<file path="src/rtl/quadrature_step_generator.sv">
// quadrature_step_generator: turns "move N detents in direction D" into a held Gray-code a/b waveform
module quadrature_step_generator #(
  parameter int HOLD_CYCLES = 16,
  parameter int CNT_WIDTH = 8
) (
  input  logic                 clk,
  input  logic                 rst,
  input  logic                 cmd_valid,
  output logic                 cmd_ready,
  input  logic                 cmd_dir,
  input  logic [CNT_WIDTH-1:0] cmd_count,
  input  logic                 abort,
  output logic                 quad_a,
  output logic                 quad_b,
  output logic                 busy,
  output logic                 done,
  output logic [CNT_WIDTH-1:0] steps_remaining
);
  typedef enum logic {IDLE, RUN} state_t;
  state_t state, state_n;
  logic [1:0] phase, phase_n;
  logic [7:0] hold, hold_n;
  logic abort_lat, abort_n, dir, dir_n, done_n, accept, stop;
  logic [CNT_WIDTH-1:0] steps_n;
  logic [1:0] ab_n;
  function automatic logic [1:0] gray(input logic d, input logic [1:0] p);
    logic [1:0] v;
    v = (p == 2'd0) ? 2'b10 : (p == 2'd1) ? 2'b11 : (p == 2'd2) ? 2'b01 : 2'b00;
    return d ? v : {v[0], v[1]};
  endfunction
  assign accept = cmd_valid & cmd_ready;
  assign stop = (steps_remaining == CNT_WIDTH'(1)) | abort_lat | abort;
  assign ab_n = (state_n == RUN) ? gray(dir_n, phase_n) : 2'b00;
  // next-state: accept in IDLE, walk four held phases per detent in RUN
  always_comb begin
    state_n = state;
    phase_n = phase;
    hold_n = hold;
    abort_n = abort_lat;
    dir_n = dir;
    steps_n = steps_remaining;
    done_n = 1'b0;
    if (state == IDLE) begin
      abort_n = 1'b0;
      if (accept) begin
        dir_n = cmd_dir;
        steps_n = cmd_count;
        done_n = (cmd_count == '0);
        state_n = (cmd_count == '0) ? IDLE : RUN;
        phase_n = 2'd0;
        hold_n = 8'd0;
      end
    end else begin
      abort_n = abort_lat | abort;
      hold_n = hold + 8'd1;
      if (hold == 8'(HOLD_CYCLES - 1)) begin
        hold_n = 8'd0;
        phase_n = phase + 2'd1;
        if (phase == 2'd3) begin
          steps_n = steps_remaining - CNT_WIDTH'(1);
          if (stop) begin
            state_n = IDLE;
            done_n = 1'b1;
            abort_n = 1'b0;
            phase_n = 2'd0;
          end
        end
      end
    end
  end
  // register state and all outputs
  always_ff @(posedge clk) begin
    if (rst) begin
      state <= IDLE;
      phase <= 2'd0;
      hold <= 8'd0;
      abort_lat <= 1'b0;
      dir <= 1'b0;
      steps_remaining <= '0;
      done <= 1'b0;
      busy <= 1'b0;
      cmd_ready <= 1'b1;
      quad_a <= 1'b0;
      quad_b <= 1'b0;
    end else begin
      state <= state_n;
      phase <= phase_n;
      hold <= hold_n;
      abort_lat <= abort_n;
      dir <= dir_n;
      steps_remaining <= steps_n;
      done <= done_n;
      busy <= (state_n == RUN);
      cmd_ready <= (state_n != RUN);
      quad_a <= ab_n[1];
      quad_b <= ab_n[0];
    end
  end
endmodule

</file>
<file path="config.mk">
export PLATFORM = sky130hd
export DESIGN_NAME = quadrature_step_generator
export DESIGN_NICKNAME = d
export VERILOG_FILES = /design/src/rtl/quadrature_step_generator.sv
export SDC_FILE = /design/constraint.sdc
export NUM_CORES = 1
export LEC_CHECK = 0
export BUFFER_PORTS_ARGS = -buffer_cell sky130_fd_sc_hd__buf_2
export CAP_MARGIN = 10
export CORE_ASPECT_RATIO = 0.75
export CORE_UTILIZATION = 58
export CTS_CLUSTER_DIAMETER = 150
export DETAILED_ROUTE_END_ITERATION = 10
export PLACE_DENSITY = 0.81
export SLEW_MARGIN = 30
export SYNTH_ARGS = -nofsm -noshare
export SYNTH_HDL_FRONTEND = slang
export SYNTH_SLANG_ARGS = --single-unit
</file>
<file path="constraint.sdc">
create_clock -name clk -period 5.2 [get_ports clk]
set_input_delay 0.52 -clock clk [delete_from_list [all_inputs] [get_ports clk]]
set_output_delay 0.52 -clock clk [all_outputs]
set_load 0.1 [all_outputs]
</file>
* Yosys cells after proc, flatten, opt, wreduce, memory -nomap -nowiden
Cells that the tools add are included.
Storage, ports and cells: bits in registers 25, input port bits 13, output and inout port bits 13, word-level logic and storage cells 64
Operators by class: add/subtract/negate cells 3, equal/unequal tests 7, muxes and demuxes 32, bitwise logic cells 6, reductions and logical operators 6
Operators by type and width (count):
- 8-bit 2-to-1 mux | 7
- 1-bit 2-to-1 mux | 17
- 2-bit 2-to-1 mux | 8
- 8-bit by 1-bit adder with 8-bit output, second input constant | 1
- 8-bit by 1-bit equality test with 1-bit output, second input constant | 1
- 8-bit by 4-bit equality test with 1-bit output, second input constant | 1
- 8-bit logical NOT | 1
- 8-bit by 1-bit subtractor with 8-bit output, second input constant | 1
- 2-bit equality test, second input constant | 2
- 2-bit by 1-bit inequality test with 1-bit output, second input constant | 2
- 2-bit OR reduction | 2
- 1-bit OR | 3
- 3-bit AND reduction | 1
- 2-bit by 1-bit adder with 2-bit output, second input constant | 1
- 2-bit by 1-bit equality test with 1-bit output, second input constant | 1
- 2-bit logical NOT | 1
- 1-bit inverter | 2
- 2-bit nonzero test | 1
- 1-bit bitwise AND | 1

* Logic depth before layout (Yosys ltp)
depth in word-level cells 12, depth in mapped cells 9, mapped depth without buffers 9

* Worst setup path after synthesis
OpenSTA, ideal clock, no wires.
kind reg-to-reg, from reg steps_remaining[0], to reg quad_a, setup time 0.124 ns, arrival time 2.736 ns, required time 5.076 ns, setup slack 2.340 ns, cell stages (with the launch flop) 9, path buffers 0, clock period less this slack 2.860 ns, cell sequence dfxtp_1 ha_1 or4b_1 o41a_1 a31oi_2 inv_1 ha_1 nor3_1 nor3_1
On the way: word-level cells in the longest chain between the ends 12, elaborated cells on any way between the ends 20, those cells by class eq/ne: 3; mux: 12; bitwise: 3; reduce/logical: 2
Ends and longest elaborated chain:
- start: declaration | RTL line 17 | output logic [CNT_WIDTH-1:0] steps_remaining
- start signal: assignment | RTL line 91 | steps_remaining <= steps_n;
- 8-bit by 1-bit equality test with 1-bit output * | RTL line 32 | assign stop = (steps_remaining == CNT_WIDTH'(1)) | abort_lat | abort;
- 1-bit OR * (2 in series) | RTL line 32
- 2-bit 2-to-1 mux * | RTL line 61 | if (stop) begin
- 2-bit 2-to-1 mux * | RTL line 59 | if (phase == 2'd3) begin
- 2-bit 2-to-1 mux * | RTL line 56 | if (hold == 8'(HOLD_CYCLES - 1)) begin
- 2-bit 2-to-1 mux * | RTL line 43 | if (state == IDLE) begin
- net phase_n[0] | RTL line 21 | logic [1:0] phase, phase_n;
- 2-bit equality test | RTL line 28 | v = (p == 2'd0) ? 2'b10 : (p == 2'd1) ? 2'b11 : (p == 2'd2) ? 2'b01 : 2'b00;
- 1-bit 2-to-1 mux | RTL line 28
- 2-bit 2-to-1 mux | RTL line 28
- 2-bit 2-to-1 mux * | RTL line 28
- 2-bit 2-to-1 mux * | RTL line 29 | return d ? v : {v[0], v[1]};
- end signal: assignment | RTL line 95 | quad_a <= ab_n[1];
- end: declaration | RTL line 13 | output logic quad_a,
The timed path passes the listed nets; every way through them passes the cells marked *. A chain may end at the register's enable or synchronous reset.

* Final worst setup path
from reg state, to reg quad_b
On the way: word-level cells in the longest chain between the ends 6, elaborated cells on any way between the ends 12, those cells by class eq/ne: 2; mux: 7; bitwise: 1; reduce/logical: 2
Ends and longest elaborated chain:
- start: declaration | RTL line 20 | state_t state, state_n;
- start signal: assignment | RTL line 86 | state <= state_n;
- 2-bit 2-to-1 mux | RTL line 43
- 2-bit equality test | RTL line 28
- 1-bit 2-to-1 mux | RTL line 28
- 2-bit 2-to-1 mux (2 in series) | RTL line 28
- 2-bit 2-to-1 mux | RTL line 29
- end signal: assignment | RTL line 96 | quad_b <= ab_n[0];
- end: declaration | RTL line 14 | output logic quad_b,
Several ways; a longest one is shown, not always the timed one.

==> impl_metrics.py <==
metrics = {
    "yosys": {
        "synthMuxAreaShare_pct": 4.63,
        "avgSynthCellArea_um2": 8.58,
        "synth_compound_area_share_pct": 20.2,
        "syn_nets": 183,
        "synth_top_area_cell": "dfxtp_1",
        "synth_cell_types": 48,
        "synth_edf_count": 0,
        "synth_xor_area_share_pct": 0.623,
        "netlist.area_leader.share_pct": 35.6,
        "synth_area_mm2": 0.00141,
        "synth_top_family_by_area": "simple AND/OR/NAND/NOR gates",
        "yosysWarnings": 0,
        "async_flop_share_pct": 0,
        "synthAdderAreaFrac_pct": 5.34,
        "synthSimpleGateAreaFrac_pct": 28.6,
        "synth-main-ff-cell": "dfxtp_1",
        "synth-seq-cells": 25,
        "synth_seq_area_share_pct": 35.6,
        "syn_inst": 164,
        "yosys-top-cells-area": "dfxtp_1, ha_1, nand2_1, mux2i_1, nor2_1",
    },
    "placement": {
        "hpwl_mm": 2.52,
        "place_congestion": 0.935,
        "post_dp_cell_area_mm2": 0.00153,
        "pre_cts_slack_ns": 2.87,
        "numPortBuffers": 25,
    },
    "clock_tree": {
        "h-tree-depth": 1,
        "cts.clk_slew.worst_paths_ns": 0.14,
        "postCtsSetupBuffers": 0,
        "cts-root-buf": "clkbuf_4",
        "cts_hold_buf": 0,
        "cts_tree": "yes",
        "cts_buffer_depth": 2,
        "cts_resized": 0,
        "cts-buffers-inserted": 3,
        "cts.sinks": 25,
        "clock_latency_ns": 0.32,
    },
    "setup_path": {
        "arrival_ns": 2.66,
        "ff2ff_setup_slack_ns": 2.79,
        "crit_type": "reg -> reg",
        "slowest_stage": "dfxtp_1",
        "path_delay_family": "flip-flops",
        "path_cells": "and3b_1, a311oi_1, a31oi_2, ha_1, nor2_1, a211oi_1",
        "crit_fanout": 28,
        "required_ns": 5.45,
        "worstSetupStartpointType": "flop",
        "crit_buf_inv": 0,
        "crit_cells": 6,
        "max_stage_delay_ns": 0.96,
        "reg2reg_depth": 6,
        "worstSetupEndpointType": "flop",
    },
    "sta": {
        "post-route-period-util_pct": 46.4,
        "fin_skew_ns": 0.00712,
        "fin_ws_ns": 2.79,
        "tightest_slew_ns": 0.933,
        "final.setup.tns_ns": 0,
        "max_slew_margin_pct": 37.7,
        "holdWs_ns": 0.461,
        "min_period_ns": 2.41,
        "rsz0062_at_grt": "false",
        "clock.fmax_mhz": 414,
        "setup_violations": 0,
        "hold_viol": 0,
        "slew_violations": 0,
    },
    "floorplan": {
        "core-area_mm2": 0.00229,
        "start_util_pct": 61.4,
        "die_y_um": 44.6,
        "die-area_mm2": 0.00263,
        "io_pins": 26,
        "rows": 15,
        "die_w_um": 58.9,
    },
    "route": {
        "wl_mm": 3.30,
        "vias": 1359,
        "vias_per_cell": 6.23,
        "drt.antenna.violating_nets": 0,
        "highest_layer": "met4",
        "route.met3.wl_um": 345,
        "wl_met1_mm": 1.49,
        "drt_iter0_drc": 86,
        "wire_per_inst_um": 15.1,
        "post-route-drc-count": 0,
        "drt_pass1_iterations": 4,
        "met2_length_mm": 1.43,
    },
    "pwr": {
        "p_per_area_mw_per_mm2": 290,
        "power.total_mw": 0.453,
        "power_leakage_nw": 0.645,
        "peakVddDrop_v": 0.000194,
    },
    "min_path": {
        "hold_class": "in -> reg",
        "holdPathStages": 3,
    },
    "global_route": {
        "track_usage_pct": 27.4,
        "grt_pass1_vias": 1169,
        "antenna_found_initial": 0,
        "grt_max_degree": 29,
        "grt-ovfl-total": 0,
        "grt_pass1_wl_mm": 5.39,
    },
    "layout": {
        "register_area_um2": 500,
        "antenna_cells": 0,
        "nets": 204,
        "area_delta_synth_final_pct": 10.9,
        "fin_area_mm2": 0.00156,
        "drive_above_1_share_pct": 21.2,
        "multi_input_comb_area_um2": 835,
        "nFillCells": 200,
    },
    "status": {
        "status": "finished, final reports clean",
    },
    "run": {
        "cap_violations": 0,
    },
}
==> layer usage <==
layer	GRT usage, %	vias to the layer above
met2	41.8	69
li1	-	654
met4	6.19	0
met5	0	-
met1	37.7	631
met3	8.77	5
==> cell families (layout without fill, tap and decap cells) <==
logic type / Yosys count / after routing
buffers and inverters: 16 / 36
AND/OR/NAND/NOR: 70 / 70
AO/OA/AOI/OAI: 40 / 40
XOR/XNOR: 1 / 1
multiplexers: 6 / 6
flip-flops: 25 / 25
adder cells (fa/ha/maj): 6 / 6
==> state kept, by name (all words and copies together), names as in the netlist <==
| signal | flops |
|---|---|
| abort_lat | 1 |
| cmd_ready | 1 |
| dir | 1 |
| done | 1 |
| hold | 8 |
| phase | 2 |
| quad_a | 1 |
| quad_b | 1 |
| state | 1 |
| steps_remaining | 8 |
==> cells in the mapped netlist, types with 4 or more instances <==
cell,n
nor3_1,8
a211oi_1,4
o21ai_0,5
nor2_1,11
o22ai_1,4
mux2i_1,5
ha_1,6
nand2_1,15
dfxtp_1,25
nand3_1,5
a21oi_1,8
and3_1,4
inv_1,7
a31oi_1,4
==> power breakdown <==
part | switching (mW) | leakage, nW | internal, mW | total [mW]
clock network | 0.0574 | 0.0183 | 0.0313 | 0.0886
logic | 0.109 | 0.422 | 0.0358 | 0.145
registers | 0.0169 | 0.204 | 0.203 | 0.220
total | 0.183 | 0.645 | 0.270 | 0.453
==> layout by cell type, fill, tap and decap left out, types with 2 or more instances in the layout <==
master    Yosys  final
nor2_1       11     11
o311ai_0      2      2
ha_1          6      6
nor2b_1       3      3
buf_2         3     25
nand2b_1      3      3
nand4_1       2      2
nand3_1       5      5
nor4_1        3      3
clkbuf_4      0      3
nor4b_1       2      2
nand2_1      15     15
nand3b_1      3      3
a211oi_1      4      4
nor3_1        8      8
o22ai_1       4      4
a311oi_1      3      3
dfxtp_1      25     25
a21oi_1       8      8
inv_1         7      7
and3_1        4      4
mux2i_1       5      5
o21ai_0       5      5
a31oi_1       4      4
a41oi_1       2      2
==> stage by stage <==
| step | utilization (%) | cells |
|---|---|---|
| 2_1_floorplan | - | 164 |
| 3_3_place_gp | 66.8 | 214 |
| 3_5_place_dp | 66.8 | 214 |
| 4_1_cts | 68.1 | 218 |
| 5_1_grt | 68.1 | 218 |
| 6_report | 68.1 | 218 |
==> worst min-delay path, cell delays in order <==
cell and delay [ns]:
buf_2 0.09, o21ai_0 0.07, nor2_1 0.08
==> final timing paths <==
kind | start | endpoint
max | state | quad_b
min | abort | abort_lat
max reg2reg | state | quad_b
min reg2reg | hold[0] | hold[0]
==> layout make-up <==
class	count	area share, %
multi-input cells	123	53.5
clock inverters	1	0.561
repair buffers	25	8.02
well taps	34	2.73
flip-flops and latches	25	32.1
clock buffers	3	1.44
inverters	7	1.68
Power figures use the tool's default switching activity.
